--- config.mk ---
export PLATFORM = sky130hd
export DESIGN_NAME = rr_arbiter16
export DESIGN_NICKNAME = d
export VERILOG_FILES = /design/src/rtl/rr_arbiter16.sv
export SDC_FILE = /design/constraint.sdc
export NUM_CORES = 1
export LEC_CHECK = 0
export BUFFER_PORTS_ARGS = -buffer_cell sky130_fd_sc_hd__buf_2
export CAP_MARGIN = 20
export CORE_MARGIN = 4
export CORE_UTILIZATION = 45
export DETAILED_ROUTE_END_ITERATION = 7
export PLACE_DENSITY = 0.73
export SYNTH_ARGS = -nofsm -noshare
export SYNTH_HDL_FRONTEND = slang
export SYNTH_SLANG_ARGS = --single-unit
--- constraint.sdc ---
create_clock -name clk -period 5.35 [get_ports clk]
set_input_delay 0.535 -clock clk [delete_from_list [all_inputs] [get_ports clk]]
set_output_delay 0.535 -clock clk [all_outputs]
set_load 0.005 [all_outputs]
--- src/rtl/rr_arbiter16.sv ---
// Registered round-robin arbiter for 16 requesters with a bounded hold time.
// Grant is one-hot or zero; grant_valid mirrors |grant as a registered flag.
module rr_arbiter16 #(
  parameter int N        = 16,
  parameter int MAX_HOLD = 8
) (
  input  logic         clk,
  input  logic         reset,
  input  logic [N-1:0] req,
  output logic [N-1:0] grant,
  output logic         grant_valid
);

  localparam int HW = ($clog2(MAX_HOLD + 1) < 1) ? 1 : $clog2(MAX_HOLD + 1);

  typedef enum logic {IDLE, GRANT} state_t;

  state_t          state_q, state_d;
  logic [N-1:0]    grant_q, grant_d;
  logic            valid_q, valid_d;
  logic [3:0]      ptr_q, ptr_d;
  logic [HW-1:0]   hold_q, hold_d;

  logic            any_found, oth_found;
  logic [3:0]      any_idx, oth_idx;

  // Scan from p+1 upward, wrapping mod 16; the last candidate examined is p.
  function automatic logic [4:0] find_winner(input logic [N-1:0] mask,
                                             input logic [3:0]   p);
    logic       found;
    logic [3:0] idx;
    logic [3:0] c;
    found = 1'b0;
    idx   = '0;
    for (int unsigned i = 1; i <= 16; i++) begin
      c = p + 4'(i);
      if (!found && mask[c]) begin
        found = 1'b1;
        idx   = c;
      end
    end
    return {found, idx};
  endfunction

  function automatic logic [N-1:0] onehot(input logic [3:0] idx);
    logic [N-1:0] v;
    v      = '0;
    v[idx] = 1'b1;
    return v;
  endfunction

  always_comb begin
    {any_found, any_idx} = find_winner(req, ptr_q);
    {oth_found, oth_idx} = find_winner(req & ~onehot(ptr_q), ptr_q);
  end

  always_comb begin
    state_d = state_q;
    grant_d = grant_q;
    ptr_d   = ptr_q;
    hold_d  = hold_q;
    unique case (state_q)
      IDLE: begin
        if (any_found) begin
          grant_d = onehot(any_idx);
          ptr_d   = any_idx;
          hold_d  = HW'(1);
          state_d = GRANT;
        end
      end
      GRANT: begin
        if (!req[ptr_q]) begin
          if (any_found) begin
            grant_d = onehot(any_idx);
            ptr_d   = any_idx;
            hold_d  = HW'(1);
          end else begin
            grant_d = '0;
            hold_d  = '0;
            state_d = IDLE;
          end
        end else if (MAX_HOLD != 0 && hold_q == HW'(MAX_HOLD) && oth_found) begin
          grant_d = onehot(oth_idx);
          ptr_d   = oth_idx;
          hold_d  = HW'(1);
        end else if (MAX_HOLD != 0 && hold_q < HW'(MAX_HOLD)) begin
          hold_d = hold_q + HW'(1);
        end
      end
      default: begin
        grant_d = '0;
        state_d = IDLE;
      end
    endcase
    valid_d = |grant_d;
  end

  always_ff @(posedge clk) begin
    if (reset) begin
      state_q <= IDLE;
      grant_q <= '0;
      valid_q <= 1'b0;
      ptr_q   <= 4'd15;
      hold_q  <= '0;
    end else begin
      state_q <= state_d;
      grant_q <= grant_d;
      valid_q <= valid_d;
      ptr_q   <= ptr_d;
      hold_q  <= hold_d;
    end
  end

  assign grant       = grant_q;
  assign grant_valid = valid_q;

endmodule

**Word-level counts from Yosys, hierarchy flattened**

Cells that the tools add are included.

- Register bits after elaboration: 26
- Input bits: 18
- Output and inout port bits: 17

- Add/sub/neg operators: 16
- $lt $le $gt $ge: 22
- Eq/ne operators: 4
- Multiplexer cells: 152
- Bitwise gates (word level): 3
- Reductions and logical operators: 66

Operator list:

| cell | number |
|---|---|
| $mux W4 | 39 |
| $bmux W1 S4 | 32 |
| $lt A4 B5 Y1 const B | 18 |
| $mux W1 | 70 |
| $mux W16 | 4 |
| $logic_and A1 B1 Y1 | 34 |
| $add A4 B4 Y4 const B | 8 |
| $pmux W16 S2 | 1 |
| $logic_not A1 Y1 | 30 |
| $add A4 B3 Y4 const B | 4 |
| $and A16 B16 Y16 | 1 |
| $not A16 Y16 | 1 |
| $pmux W4 S2 | 2 |
| $reduce_or A16 Y1 | 1 |
| $demux W1 S4 | 3 |
| $ge A4 B1 Y1 const B | 3 |
| $add A4 B1 Y4 const B | 2 |
| $add A4 B2 Y4 const B | 2 |
| $eq A4 B4 Y1 const B | 1 |
| $lt A4 B4 Y1 const B | 1 |
| $ne A4 B2 Y1 const B | 1 |
| $ne A3 B2 Y1 const B | 1 |
| $ne A2 B2 Y1 const B | 1 |
| $pmux W1 S2 | 1 |
| 2 further kinds | 2 |

**Logic depth before layout (Yosys ltp)**

- Word-level depth: 62
- Mapped depth: 22

**Least setup slack after synthesis**

Ideal clock, no wire load.

- Path type: register to register
- Start point: register ptr_q[1]
- End point: register valid_q (netlist: grant_valid)
- Setup time: 138 ps
- Data arrival time: 4799 ps
- Path slack: 413 ps
- Stages on the path, launching flop included: 21
- Buffers on the path: 6
- Cells stage by stage: dfxtp_1 -> buf_2 -> buf_2 -> inv_1 -> buf_2 -> ha_1 -> clkbuf_1 -> clkbuf_1 -> mux4_2 -> mux2i_1 -> mux2i_1 -> or3_1 -> nor4_4 -> nand2_1 -> o221a_2 -> nor2_1 -> buf_4 -> nor2_1 -> a221o_1 -> nor4b_2 -> a41oi_1

- Cells in the longest elaborated chain, start to end: 62
- Elaborated cells between the ends (all ways): 227

RTL lines:

| what | line | source |
|---|---|---|
| start: declaration | 21 | `logic [3:0] ptr_q, ptr_d;` |
| start signal: assignment | 109 | `ptr_q <= ptr_d;` |
| $lt A4 B5 Y1 (implied by the code) / $ge A4 B1 Y1 (equally long branches) | 48 | `v[idx] = 1'b1;` |
| $logic_and A1 B1 Y1 (implied by the code) | 48 |  |
| $mux W1 (implied by the code) | 48 |  |
| $demux W1 S4 | 48 |  |
| $not A16 Y16 | 54 | `{oth_found, oth_idx} = find_winner(req & ~onehot(ptr_q), ptr_q);` |
| $and A16 B16 Y16 | 54 |  |
| $bmux W1 S4 | 37 | `if (!found && mask[c]) begin` |
| $mux W1 (implied by the code) | 37 |  |
| [46 not listed] | n/a |  |
| $lt A4 B5 Y1 (implied by the code) / $ge A4 B1 Y1 (equally long branches) | 48 |  |
| $logic_and A1 B1 Y1 (implied by the code) | 48 |  |
| $mux W1 (implied by the code) | 48 |  |
| $demux W1 S4 | 48 |  |
| $mux W16 | 82 | `end else if (MAX_HOLD != 0 && hold_q == HW'(MAX_HOLD) && oth_found) begin` |
| $mux W16 | 72 | `if (!req[ptr_q]) begin` |
| $pmux W16 S2 * | 62 | `unique case (state_q)` |
| $reduce_or A16 Y1 * | 95 | `valid_d = \|grant_d;` |
| end signal: assignment | 108 | `valid_q <= valid_d;` |
| end: declaration | 20 | `logic valid_q, valid_d;` |

Mark *: on every way between the ends. The rest lies on a longest branch, timed or not. The select of a mux whose other input is x is not followed.
A chain may end at the register's enable or synchronous reset.

**Worst setup path in the final report**

- Start point: register ptr_q[0]
- End point: register valid_q (netlist: grant_valid)

Same word-level chain as after synthesis.

==> impl_metrics.tcl <==
set metrics [dict create \
    boundaryPins 35 \
    timing.fmax_ghz 0.199 \
    clockBufferDepth 2 \
    hold_path_class "register to register" \
    critical_path_class "register to register" \
    cts_max_level 1 \
    synth_top_family_by_area "compound AO/OA/AOI/OAI gates" \
    crit_chain "buf_4 > ha_1 > a21boi_0 > mux4_2 > mux2i_1 > mux2i_1 > or3_1 > nor4_4 > nand2_1 > o221a_2 > nor2_1 > nor2_1 > a221o_1 > nor4b_2 > a41oi_1" \
    grt_max_degree 31 \
    synth-edff-count 0 \
    slew_violations 0 \
    wl_per_cell_um 21.7 \
    endpoint_kind "register" \
    cts_tree "built" \
    final_area_sq_um 6510 \
    syn_area_sq_um 5970 \
    synth_compound_area_share_pct 30.6 \
    route.antenna.remaining_nets 0 \
    synth_ff_type "dfxtp_1" \
    postSynthCellCount 744 \
    dpl.cell_count 938 \
    synth_top_cell_by_area "mux4_2" \
    post_cts_buffers 0 \
    synth_top_area_share_pct 14.0 \
    drt_first_pass_iters 6 \
    final_nets 804 \
    seq_area_sq_um 522 \
    setup-tns-final_ns 0 \
    grt_overflow 0 \
    drive_gt1_share_pct 21.9 \
    antenna_found_initial 0 \
    clock-sinks 26 \
    synth.most_common_cell "nand2_1" \
    cp_max_fo 20 \
    grt_pass1_wl_um 32500 \
    drt-initial-drc-count 940 \
    area_growth_syn_to_layout_pct 8.97 \
    hold_viol_final 0 \
    cpMaxStageDelayCell "mux4_2" \
    synthMuxAreaShare_pct 27.9 \
    routabilityCongestion 1.01 \
    avgSynthCellArea_sq_um 8.03 \
    die_h_um 123 \
    dp_hpwl_um 15900 \
    nFillCells 1223 \
    crit_buf_inv 1 \
    numCtsBuffers 3 \
    initial_core_util_pct 46.6 \
    synthSimpleGateAreaFrac_pct 22.4 \
    multi_input_area_sq_um 5180 \
    status "finished clean" \
    grt_usage_pct 26.7 \
    viasPerCell 7.09 \
    clk_latency_ns 0.26 \
    grt_pass1_vias 5953 \
    clk_pin_slew_ns 0.07 \
    yosysWarningCount 0 \
    final_cells 943 \
    ctsHoldBuffers 0 \
    synth-seq-cells 26 \
    cp-start-kind "register" \
    rows 41 \
    syn-num-nets 777 \
    core-area_sq_um 12800 \
    synth_xor_area_share_pct 2.31 \
    synth-adder-area-share_pct 3.14 \
    synth.distinct_cells 90 \
    synth_seq_area_share_pct 8.72 \
    die-area_sq_um 15200 \
    whs_ns 0.494 \
    place_area_sq_um 6370 \
    cp_top_family "simple AND/OR/NAND/NOR gates" \
    die_w_um 123 \
    clock_skew_ns 0.00234 \
    slew_headroom_pct 49.1 \
    tightest_slew_ns 0.742 \
    port_buffers 34 \
    vias 6690 \
    cap_violations 0 \
    remaining_drc_errors 0 \
    drt_wl_total_um 20400 \
    max_stage_delay_ns 0.54 \
    rsz0062_at_grt "false" \
    clockRootBuffer "clkbuf_16" \
    cp.required_ns 5.48 \
    fin_crit_sh_pct 94.1 \
    post-route-min-period_ns 5.04 \
    synth_common_cells "nand2_1 (65), nor2_1 (57), mux2i_1 (49)" \
    arrival_ns 5.16 \
    setup_viol 0 \
    yosys-top-cells-area "mux4_2 (14%), dfxtp_1 (8.7%), mux2i_1 (8.2%)" \
    synth_async_sr_flop_share_pct 0 \
]
[worst min-delay path, stage by stage, from the launching register on]
cell     delay, ns
dfxtp_1       0.32
o21ai_0       0.07
a21oi_1       0.06
[stage by stage]
step                utilization (%)  setup WS, ns
floorplan                         -         0.413
global placement               49.7         0.491
global route                   50.7       0.00489
detailed placement             49.7         0.371
finish                         50.7         0.313
CTS                            50.5         0.327
[cell type report]
| class | instances | area share, % |
|---|---|---|
| well taps | 172 | 3.31 |
| inverters | 21 | 1.25 |
| clock buffers | 3 | 1.15 |
| clock inverters | 1 | 0.462 |
| repair buffers | 65 | 6.19 |
| flip-flops and latches | 26 | 8.02 |
| diodes | 1 | 0.0385 |
| multi-input cells | 654 | 79.6 |
[registers in the layout, indices dropped and copies added (netlist names)]
| signal | count |
|---|---|
| state_q | 1 |
| grant | 16 |
| grant_valid | 1 |
| hold_q | 4 |
| ptr_q | 4 |
[kinds of logic (layout without fill, tap and decap cells)]
group / count (synthesis) / count (layout)
flops: 26 / 26
buf+inv: 64 / 90
simple gates: 258 / 258
other cells: 0 / 1
compound gates: 251 / 251
fa+ha+maj: 15 / 15
xor+xnor: 14 / 14
mux: 116 / 116
[metal layers]
metal | routed length [um] | share of wire (%) | track usage, % | vias to the layer above
met5 | 0 | 0 | 0 | -
met4 | 702 | 3.4 | 8.10 | 0
met3 | 2340 | 11 | 5.86 | 73
met2 | 8980 | 44 | 40.3 | 468
met1 | 8430 | 41 | 38.2 | 3136
li1 | - | - | - | 3013
[cell usage in the layout, fill, tap and decap left out, drive strengths merged, types with 10 or more instances in the layout]
cell type | Yosys | final
ha | 15 | 15
a31oi | 12 | 12
a21oi | 46 | 46
a22o | 13 | 13
mux2 | 29 | 29
o211ai | 13 | 13
nand2 | 66 | 66
a211oi | 15 | 15
xnor2 | 10 | 10
nor2b | 16 | 16
a22oi | 14 | 14
dfxtp | 26 | 26
buf | 25 | 65
mux2i | 50 | 50
o21ai | 28 | 28
nor2 | 57 | 57
inv | 20 | 20
and2 | 15 | 15
nand3 | 24 | 24
nor4 | 13 | 13
and3 | 12 | 12
a21boi | 18 | 18
nor3 | 20 | 20
mux4 | 37 | 37
[worst paths after layout]
check | end | cells past startpoint | slack (ns) | start
max | grant_valid$_SDFF_PP0_ | 15 | 0.31 | ptr_q[0]$_SDFFE_PP1P_
min | hold_q[2]$_SDFFE_PP0P_ | 2 | 0.49 | hold_q[2]$_SDFFE_PP0P_
min reg2reg | hold_q[2]$_SDFFE_PP0P_ | 2 | 0.49 | hold_q[2]$_SDFFE_PP0P_
max reg2reg | grant_valid$_SDFF_PP0_ | 15 | 0.31 | ptr_q[0]$_SDFFE_PP1P_
[timing repair]
action                                  CTS  global route
endpoints found under the setup margin    0             2
resized for setup                         0             7
hold endpoints to repair                  0             0
Power is not shown: default switching activity piles up to over one toggle a cycle in this logic, so the estimate is an artifact.
